<file path="src/rtl/bsearch_engine_if.sv">
// Request/response and memory-read signals of the binary search engine.
// The client (master) owns the request inputs and returns the memory read data.
interface bsearch_engine_if #(
  parameter int DATA_WIDTH = 8,
  parameter int ADDR_WIDTH = 5
);
  logic                  start;
  logic [DATA_WIDTH-1:0] target;
  logic                  mode;
  logic [ADDR_WIDTH:0]   n_entries;
  logic [ADDR_WIDTH-1:0] mem_addr;
  logic                  mem_rd_en;
  logic [DATA_WIDTH-1:0] mem_rdata;
  logic                  busy;
  logic                  done;
  logic                  found;
  logic [ADDR_WIDTH:0]   result_idx;

  modport master (
    output start, target, mode, n_entries, mem_rdata,
    input  mem_addr, mem_rd_en, busy, done, found, result_idx
  );

  modport slave (
    input  start, target, mode, n_entries, mem_rdata,
    output mem_addr, mem_rd_en, busy, done, found, result_idx
  );
endinterface

</file>
<file path="src/rtl/bsearch_engine.sv">
// Binary search over an ascending table held in an external memory with
// RD_LATENCY-cycle reads; supports exact-match and lower-bound modes.
module bsearch_engine #(
  parameter int DATA_WIDTH = 8,
  parameter int ADDR_WIDTH = 5,
  parameter int RD_LATENCY = 1
) (
  input logic             clk,
  input logic             reset,
  bsearch_engine_if.slave bus
);
  localparam logic [1:0] WAIT_LAST = 2'((RD_LATENCY > 1) ? (RD_LATENCY - 2) : 0);

  typedef enum logic [2:0] {
    S_IDLE, S_ISSUE, S_WAIT, S_COMPARE, S_DONE
  } state_t;

  state_t                state_reg, state_next;
  logic [ADDR_WIDTH:0]   lo_reg, hi_reg;
  logic [DATA_WIDTH-1:0] target_reg;
  logic                  mode_reg;
  logic                  found_reg;
  logic [1:0]            wait_cnt_reg;

  // hi never exceeds 2^ADDR_WIDTH, so mid < hi always fits the address bus
  logic [ADDR_WIDTH:0]   mid, lo_upd, hi_upd;
  logic                  rd_less, rd_equal, exact_hit;

  always_comb begin
    mid       = lo_reg + ((hi_reg - lo_reg) >> 1);
    rd_less   = bus.mem_rdata < target_reg;
    rd_equal  = bus.mem_rdata == target_reg;
    lo_upd    = rd_less ? (mid + 1'b1) : lo_reg;
    hi_upd    = rd_less ? hi_reg : mid;
    exact_hit = !mode_reg && rd_equal;
  end

  always_ff @(posedge clk) begin
    if (reset) state_reg <= S_IDLE;
    else       state_reg <= state_next;
  end

  always_comb begin
    state_next = state_reg;
    case (state_reg)
      S_IDLE:    if (bus.start) state_next = (bus.n_entries != '0) ? S_ISSUE : S_DONE;
      S_ISSUE:   state_next = (RD_LATENCY == 1) ? S_COMPARE : S_WAIT;
      S_WAIT:    if (wait_cnt_reg == WAIT_LAST) state_next = S_COMPARE;
      S_COMPARE: state_next = (exact_hit || lo_upd == hi_upd) ? S_DONE : S_ISSUE;
      S_DONE:    if (!bus.start) state_next = S_IDLE;
      default:   state_next = S_IDLE;
    endcase
  end

  // Request inputs are only sampled in IDLE, so changes while busy are ignored.
  always_ff @(posedge clk) begin
    if (reset) begin
      lo_reg       <= '0;
      hi_reg       <= '0;
      target_reg   <= '0;
      mode_reg     <= 1'b0;
      found_reg    <= 1'b0;
      wait_cnt_reg <= '0;
    end else begin
      case (state_reg)
        S_IDLE: if (bus.start) begin
          target_reg <= bus.target;
          mode_reg   <= bus.mode;
          lo_reg     <= '0;
          hi_reg     <= bus.n_entries;
          found_reg  <= 1'b0;
        end
        S_ISSUE: wait_cnt_reg <= '0;
        S_WAIT:  wait_cnt_reg <= wait_cnt_reg + 1'b1;
        S_COMPARE: begin
          if (rd_equal) found_reg <= 1'b1;
          // An exact hit collapses the window onto mid so DONE reports lo.
          if (exact_hit) begin
            lo_reg <= mid;
            hi_reg <= mid;
          end else begin
            lo_reg <= lo_upd;
            hi_reg <= hi_upd;
          end
        end
        default: ;
      endcase
    end
  end

  always_comb begin
    bus.busy       = (state_reg == S_ISSUE) || (state_reg == S_WAIT) || (state_reg == S_COMPARE);
    bus.done       = state_reg == S_DONE;
    bus.found      = (state_reg == S_DONE) && found_reg;
    bus.result_idx = (state_reg == S_DONE) ? lo_reg : '0;
    bus.mem_rd_en  = state_reg == S_ISSUE;
    bus.mem_addr   = (state_reg == S_ISSUE) ? mid[ADDR_WIDTH-1:0] : '0;
  end
endmodule

</file>
<file path="src/flat_wrapper.sv">
// flat-port wrapper written by rule: the top's interface ports become plain ports
module bsearch_engine_flat 
#(
  parameter int DATA_WIDTH = 8,
  parameter int ADDR_WIDTH = 5,
  parameter int RD_LATENCY = 1
)
  (clk, reset, bus_start, bus_target, bus_mode, bus_n_entries, bus_mem_rdata, bus_mem_addr, bus_mem_rd_en, bus_busy, bus_done, bus_found, bus_result_idx);
  bsearch_engine_if #(.DATA_WIDTH(DATA_WIDTH), .ADDR_WIDTH(ADDR_WIDTH)) bus_i ();
  input logic clk;
  input logic reset;
  input wire logic [$bits(bus_i.start)-1:0] bus_start;
  input wire logic [$bits(bus_i.target)-1:0] bus_target;
  input wire logic [$bits(bus_i.mode)-1:0] bus_mode;
  input wire logic [$bits(bus_i.n_entries)-1:0] bus_n_entries;
  input wire logic [$bits(bus_i.mem_rdata)-1:0] bus_mem_rdata;
  output wire logic [$bits(bus_i.mem_addr)-1:0] bus_mem_addr;
  output wire logic [$bits(bus_i.mem_rd_en)-1:0] bus_mem_rd_en;
  output wire logic [$bits(bus_i.busy)-1:0] bus_busy;
  output wire logic [$bits(bus_i.done)-1:0] bus_done;
  output wire logic [$bits(bus_i.found)-1:0] bus_found;
  output wire logic [$bits(bus_i.result_idx)-1:0] bus_result_idx;
  assign bus_i.start = bus_start;
  assign bus_i.target = bus_target;
  assign bus_i.mode = bus_mode;
  assign bus_i.n_entries = bus_n_entries;
  assign bus_i.mem_rdata = bus_mem_rdata;
  assign bus_mem_addr = bus_i.mem_addr;
  assign bus_mem_rd_en = bus_i.mem_rd_en;
  assign bus_busy = bus_i.busy;
  assign bus_done = bus_i.done;
  assign bus_found = bus_i.found;
  assign bus_result_idx = bus_i.result_idx;
  bsearch_engine #(.DATA_WIDTH(DATA_WIDTH), .ADDR_WIDTH(ADDR_WIDTH), .RD_LATENCY(RD_LATENCY)) u_core (.clk(clk), .reset(reset), .bus(bus_i));
endmodule
</file>
<file path="config.mk">
export PLATFORM = sky130hd
export DESIGN_NAME = bsearch_engine_flat
export DESIGN_NICKNAME = d
export VERILOG_FILES = /design/src/rtl/bsearch_engine_if.sv /design/src/rtl/bsearch_engine.sv /design/src/flat_wrapper.sv
export SDC_FILE = /design/constraint.sdc
export NUM_CORES = 1
export LEC_CHECK = 0
export CORE_MARGIN = 2
export CORE_UTILIZATION = 35
export CTS_BUF_LIST = sky130_fd_sc_hd__clkbuf_8
export DETAILED_ROUTE_END_ITERATION = 7
export GPL_ROUTABILITY_DRIVEN = 0
export PLACE_DENSITY = 0.57
export SYNTH_ARGS = -nofsm -noshare
export SYNTH_HDL_FRONTEND = slang
export SYNTH_SLANG_ARGS = --single-unit
</file>
<file path="constraint.sdc">
create_clock -name clk -period 6.9 [get_ports clk]
set_clock_uncertainty 0.15 [all_clocks]
set_input_delay 1.38 -clock clk [delete_from_list [all_inputs] [get_ports clk]]
set_output_delay 1.38 -clock clk [all_outputs]
set_load 0.005 [all_outputs]
</file>
* Word level (Yosys, flattened, before mapping)
Cells that the tools add are included.
Word-level totals: flip-flop bits (word level) 27, output and inout bits 15, word-level logic and storage cells 57
Operators by class: $add $sub $neg 4, order comparisons 1, equality and inequality tests 10, muxes and demuxes 20, reduce and logical (&&, ||, !) cells 15
Operators by type and width (number):
- $mux W6 | 7
- $pmux W6 S2 | 2
- $mux W3 | 5
- $pmux W3 S5 | 1
- $eq A8 B8 Y1 | 1
- $lt A8 B8 Y1 | 1
- $add A6 B1 Y6 const B | 1
- $add A6 B5 Y6 | 1
- $eq A3 B2 Y1 const B | 2
- $eq A6 B6 Y1 | 1
- $reduce_and A3 Y1 | 2
- $reduce_bool A6 Y1 | 1
- $sub A6 B6 Y6 | 1
- $mux W5 | 1
- $ne A2 B1 Y1 const B | 2
- $ne A2 B2 Y1 const B | 2
- $pmux W2 S2 | 1
- $reduce_and A2 Y1 | 2
- $reduce_bool A2 Y1 | 2
- $eq A3 B1 Y1 const B | 1
- $eq A3 B3 Y1 const B | 1
- $logic_not A3 Y1 | 1
- $logic_or A1 B1 Y1 | 3
- $add A2 B1 Y2 const B | 1
- 5 further kinds | 7

* Logic depth before layout (Yosys ltp)
word-level depth 8, depth in mapped cells 16, depth with buffers taken out 16

* Worst setup path after synthesis
Ideal clock, no wire load.
path type register -> output, start point reg u_core.lo_reg[1], end point out bus_mem_addr[3], arrival time 2.526 ns, slack 2.844 ns, cell stages (with the launch flop) 12, buffers on the path 0, cell sequence dfxtp_1 > inv_1 > ha_1 > nor2b_1 > o21a_1 > nor2_1 > xnor2_1 > ha_1 > a21oi_1 > a21boi_0 > or2_2 > nor2_1
On the way: cells in the longest elaborated chain, start to end 3
RTL lines:
- start: declaration | line bsearch_engine.sv:19 | logic [ADDR_WIDTH:0] lo_reg, hi_reg;
- start signal: assignment | line bsearch_engine.sv:79 | lo_reg <= mid;
- start signal: assignment | line bsearch_engine.sv:82 | lo_reg <= lo_upd;
- $sub A6 B6 Y6 | line bsearch_engine.sv:30 | mid = lo_reg + ((hi_reg - lo_reg) >> 1);
- $add A6 B5 Y6 * | line bsearch_engine.sv:30
- $mux W5 * | line bsearch_engine.sv:97 | bus.mem_addr = (state_reg == S_ISSUE) ? mid[ADDR_WIDTH-1:0] : '0;
- end: declaration | line flat_wrapper.sv:17 | output wire logic [$bits(bus_i.mem_addr)-1:0] bus_mem_addr;
Mark *: on every way between the ends. The rest lies on a longest branch, timed or not.

* Worst setup path in the final report
Same ends and word-level chain as after synthesis.

==> impl_metrics.py <==
metrics = {
    "floorplanning": {
        "coreArea_sq_mm": 0.00635,
        "dieArea_sq_mm": 0.00727,
        "ios": 41,
        "initial_utilization_pct": 36.4,
        "die_w_microns": 85.3,
        "die_h_microns": 85.3,
        "rows": 29,
    },
    "clock_tree": {
        "ctsHoldBuffers": 0,
        "numCtsBuffers": 3,
        "clkSlewWorstSetupHoldPaths_ps": 100,
        "cts_resized": 0,
        "cts_max_level": 1,
        "cts_root_buf": "clkbuf_8",
        "clock_path_buffers": 2,
        "clock_latency_ps": 280,
        "cts_tree": "done",
        "cts_num_sinks": 27,
        "post_cts_buffers": 0,
    },
    "layout": {
        "final_cell_mix": "clkdlybuf4s50_1 (40), nand2_1 (35), nor2_1 (31)",
        "final_nets": 382,
        "diodes": 0,
        "largest_reg_flops": 8,
        "area_growth_pct": 20.4,
        "drive_gt1_share_pct": 5.41,
        "final_common_cell": "clkdlybuf4s50_1",
    },
    "synthesis": {
        "syn_nets": 350,
        "ys_ff_latch": 27,
        "synth.distinct_cells": 54,
        "ys_seq_area_share_pct": 23.4,
        "syn_area_sq_mm": 0.00231,
        "yosys_warnings": 0,
        "synth_top_cell_by_area": "dfxtp_1",
        "syn-mean-instance-area_sq_um": 7.65,
        "synth_cells": 302,
        "yosys-top-cells-area": "dfxtp_1 (23%), ha_1 (11%), nand2_1 (5.7%)",
        "ys.flop_type": "dfxtp_1",
        "synth_edf_count": 0,
        "yosysTopAreaCellShare_pct": 23.4,
        "async_flop_share_pct": 0,
    },
    "sta": {
        "clock.fmax_ghz": 0.195,
        "setup_tns_ps": 0,
        "drv_slew": 0,
        "hold_viol": 0,
        "worst_pin_slew_ps": 1060,
        "worst_slack_ps": 1780,
        "min_period_ps": 5120,
        "rsz0062_at_grt": "no",
        "setup_viol": 0,
        "relSlewSlack_pct": 29.1,
        "timing.final.crit_share_pct": 74.3,
        "holdWs_ps": 310,
    },
    "placement": {
        "port_buffers": 40,
        "hpwl_microns": 4770,
        "dp_slack_ps": 2110,
    },
    "global_route": {
        "grt_pass1_wl_microns": 10200,
        "grt_max_degree": 29,
        "first_global_vias": 2101,
        "antenna_found_initial": 0,
        "gr-total-overflow": 0,
        "grtUsageTotal_pct": 17.7,
    },
    "worst_setup_path": {
        "startpoint_type": "flip-flop",
        "r2r_end": "u_core.state_reg[0]$_SDFFE_PP0P_",
        "r2r_setup_slack_ps": 2540,
        "worst-path-buf-inv": 2,
        "worstPathRequired_ps": 5370,
        "worstRegToRegCells": 14,
        "critPathTopFamily": "simple AND/OR/NAND/NOR gates",
        "cp_max_fo": 8,
        "worstReg2RegStart": "u_core.lo_reg[1]$_SDFFE_PP0P_",
        "crit_path_top_delay_cell": "dfxtp_1",
        "end_kind": "output pin",
        "arrival_ps": 3590,
        "crit_type": "flip-flop to output pin",
        "cp_cell_sequence": "inv_1 > ha_1 > nor2b_1 > o21a_1 > nor2_1 > xnor2_1 > ha_1 > a21oi_1 > a21boi_0 > or2_2 > nor2_1 > clkdlybuf4s50_1",
        "cp_slowest_stage_delay_ps": 540,
    },
    "power": {
        "vdd_drop_max_mv": 0.128,
        "power_density_mw_per_mm2": 259,
        "fin_total_pwr_w": 0.000719,
        "p_leak_nw": 1.07,
    },
    "hold_path": {
        "holdCritPathClass": "flip-flop to flip-flop",
        "min_to": "u_core.target_reg[4]$_SDFFE_PP0P_",
        "min_from": "u_core.target_reg[4]$_SDFFE_PP0P_",
        "hold-path-cell-count": 2,
    },
    "drt": {
        "wl_per_cell_microns": 15.2,
        "dr.first_iter.drc_count": 180,
        "viasPerCell": 5.34,
        "drc": 0,
        "vias": 2189,
        "dr.pass1.iters": 5,
        "drt_wl_total_microns": 6220,
        "drtAntennaViolNets": 0,
    },
    "outcome": {
        "status": "finished, final reports clean",
    },
    "flow_run": {
        "drv_cap": 0,
    },
}
-- report_power, final --
group          switching, W  internal [W]  leakage [nW]
logic              0.000234      0.000190         0.824
registers         0.0000256      0.000175         0.221
clock network     0.0000538     0.0000412        0.0217
-- per-layer routing --
layer | track usage (%) | vias up | routed length [microns]
li1 | - | 1122 | -
met1 | 23.8 | 1008 | 3050
met2 | 28.5 | 45 | 2820
met3 | 1.95 | 14 | 177
met4 | 7.65 | 0 | 161
met5 | 0 | - | 0
-- worst max path at each step --
stage | startpoint | to | slack [ps] | depth (start not counted)
global placement | u_core.lo_reg[1]$_SDFFE_PP0P_ | bus_mem_addr[3] | 2170 | 12
floorplan | u_core.lo_reg[1]$_SDFFE_PP0P_ | bus_mem_addr[3] | 2840 | 11
finish | u_core.lo_reg[1]$_SDFFE_PP0P_ | bus_mem_addr[3] | 1780 | 12
detailed placement | u_core.lo_reg[1]$_SDFFE_PP0P_ | bus_mem_addr[3] | 2110 | 12
CTS | u_core.lo_reg[1]$_SDFFE_PP0P_ | bus_mem_addr[3] | 1750 | 12
global route | u_core.lo_reg[1]$_SDFFE_PP0P_ | bus_mem_addr[3] | 1550 | 12
-- cell type report --
cell class | count | area (sq um)
clock buffer | 3 | 41.3
clock inverter | 1 | 7.51
fill | 666 | 3570
inverter | 25 | 93.8
multi-input combinational | 236 | 1600
sequential | 27 | 541
tap | 77 | 96.3
timing repair buffer | 41 | 408
-- metrics by stage --
step                      area (sq um)  utilization (%)  std cells
after floorplan                   2310                -        302
after global placement            2730             43.1        406
after detailed placement          2730             43.1        406
after CTS                         2780             43.8        410
after global routing              2780             43.8        410
final                             2780             43.8        410
-- Yosys cell counts, types with 5 or more instances --
cell type  count
a21oi_1       26
and3_1        10
clkbuf_1       7
dfxtp_1       27
ha_1          20
inv_1         25
nand2_1       35
nand3_1        6
nor2_1        31
nor3_1         7
nor4_1         5
o21ai_0       12
xnor2_1       12
-- worst reg2reg max path, stage by stage (launching register included) --
cell and delay, ps:
dfxtp_1 540, inv_1 80, ha_1 270, nor2b_1 130
o21a_1 180, nor2_1 120, xnor2_1 160, ha_1 340
a21oi_1 240, a21boi_0 260, nor4_1 770, mux2i_1 290
xnor2_1 90, o41a_1 420, o211a_1 230
-- kinds of logic (layout without fill, tap and decap cells) --
kind of cell | after synthesis | in the layout | synth area share, %
XOR/XNOR | 17 | 17 | 7.42
AO/OA/AOI/OAI | 74 | 74 | 21.3
flip-flops | 27 | 27 | 23.4
buffers and inverters | 39 | 70 | 7.85
AND/OR/NAND/NOR | 119 | 119 | 25.7
multiplexers | 4 | 4 | 1.79
adder cells (fa/ha/maj) | 22 | 22 | 12.6
No activity file was read; power rests on OpenSTA's default activity.
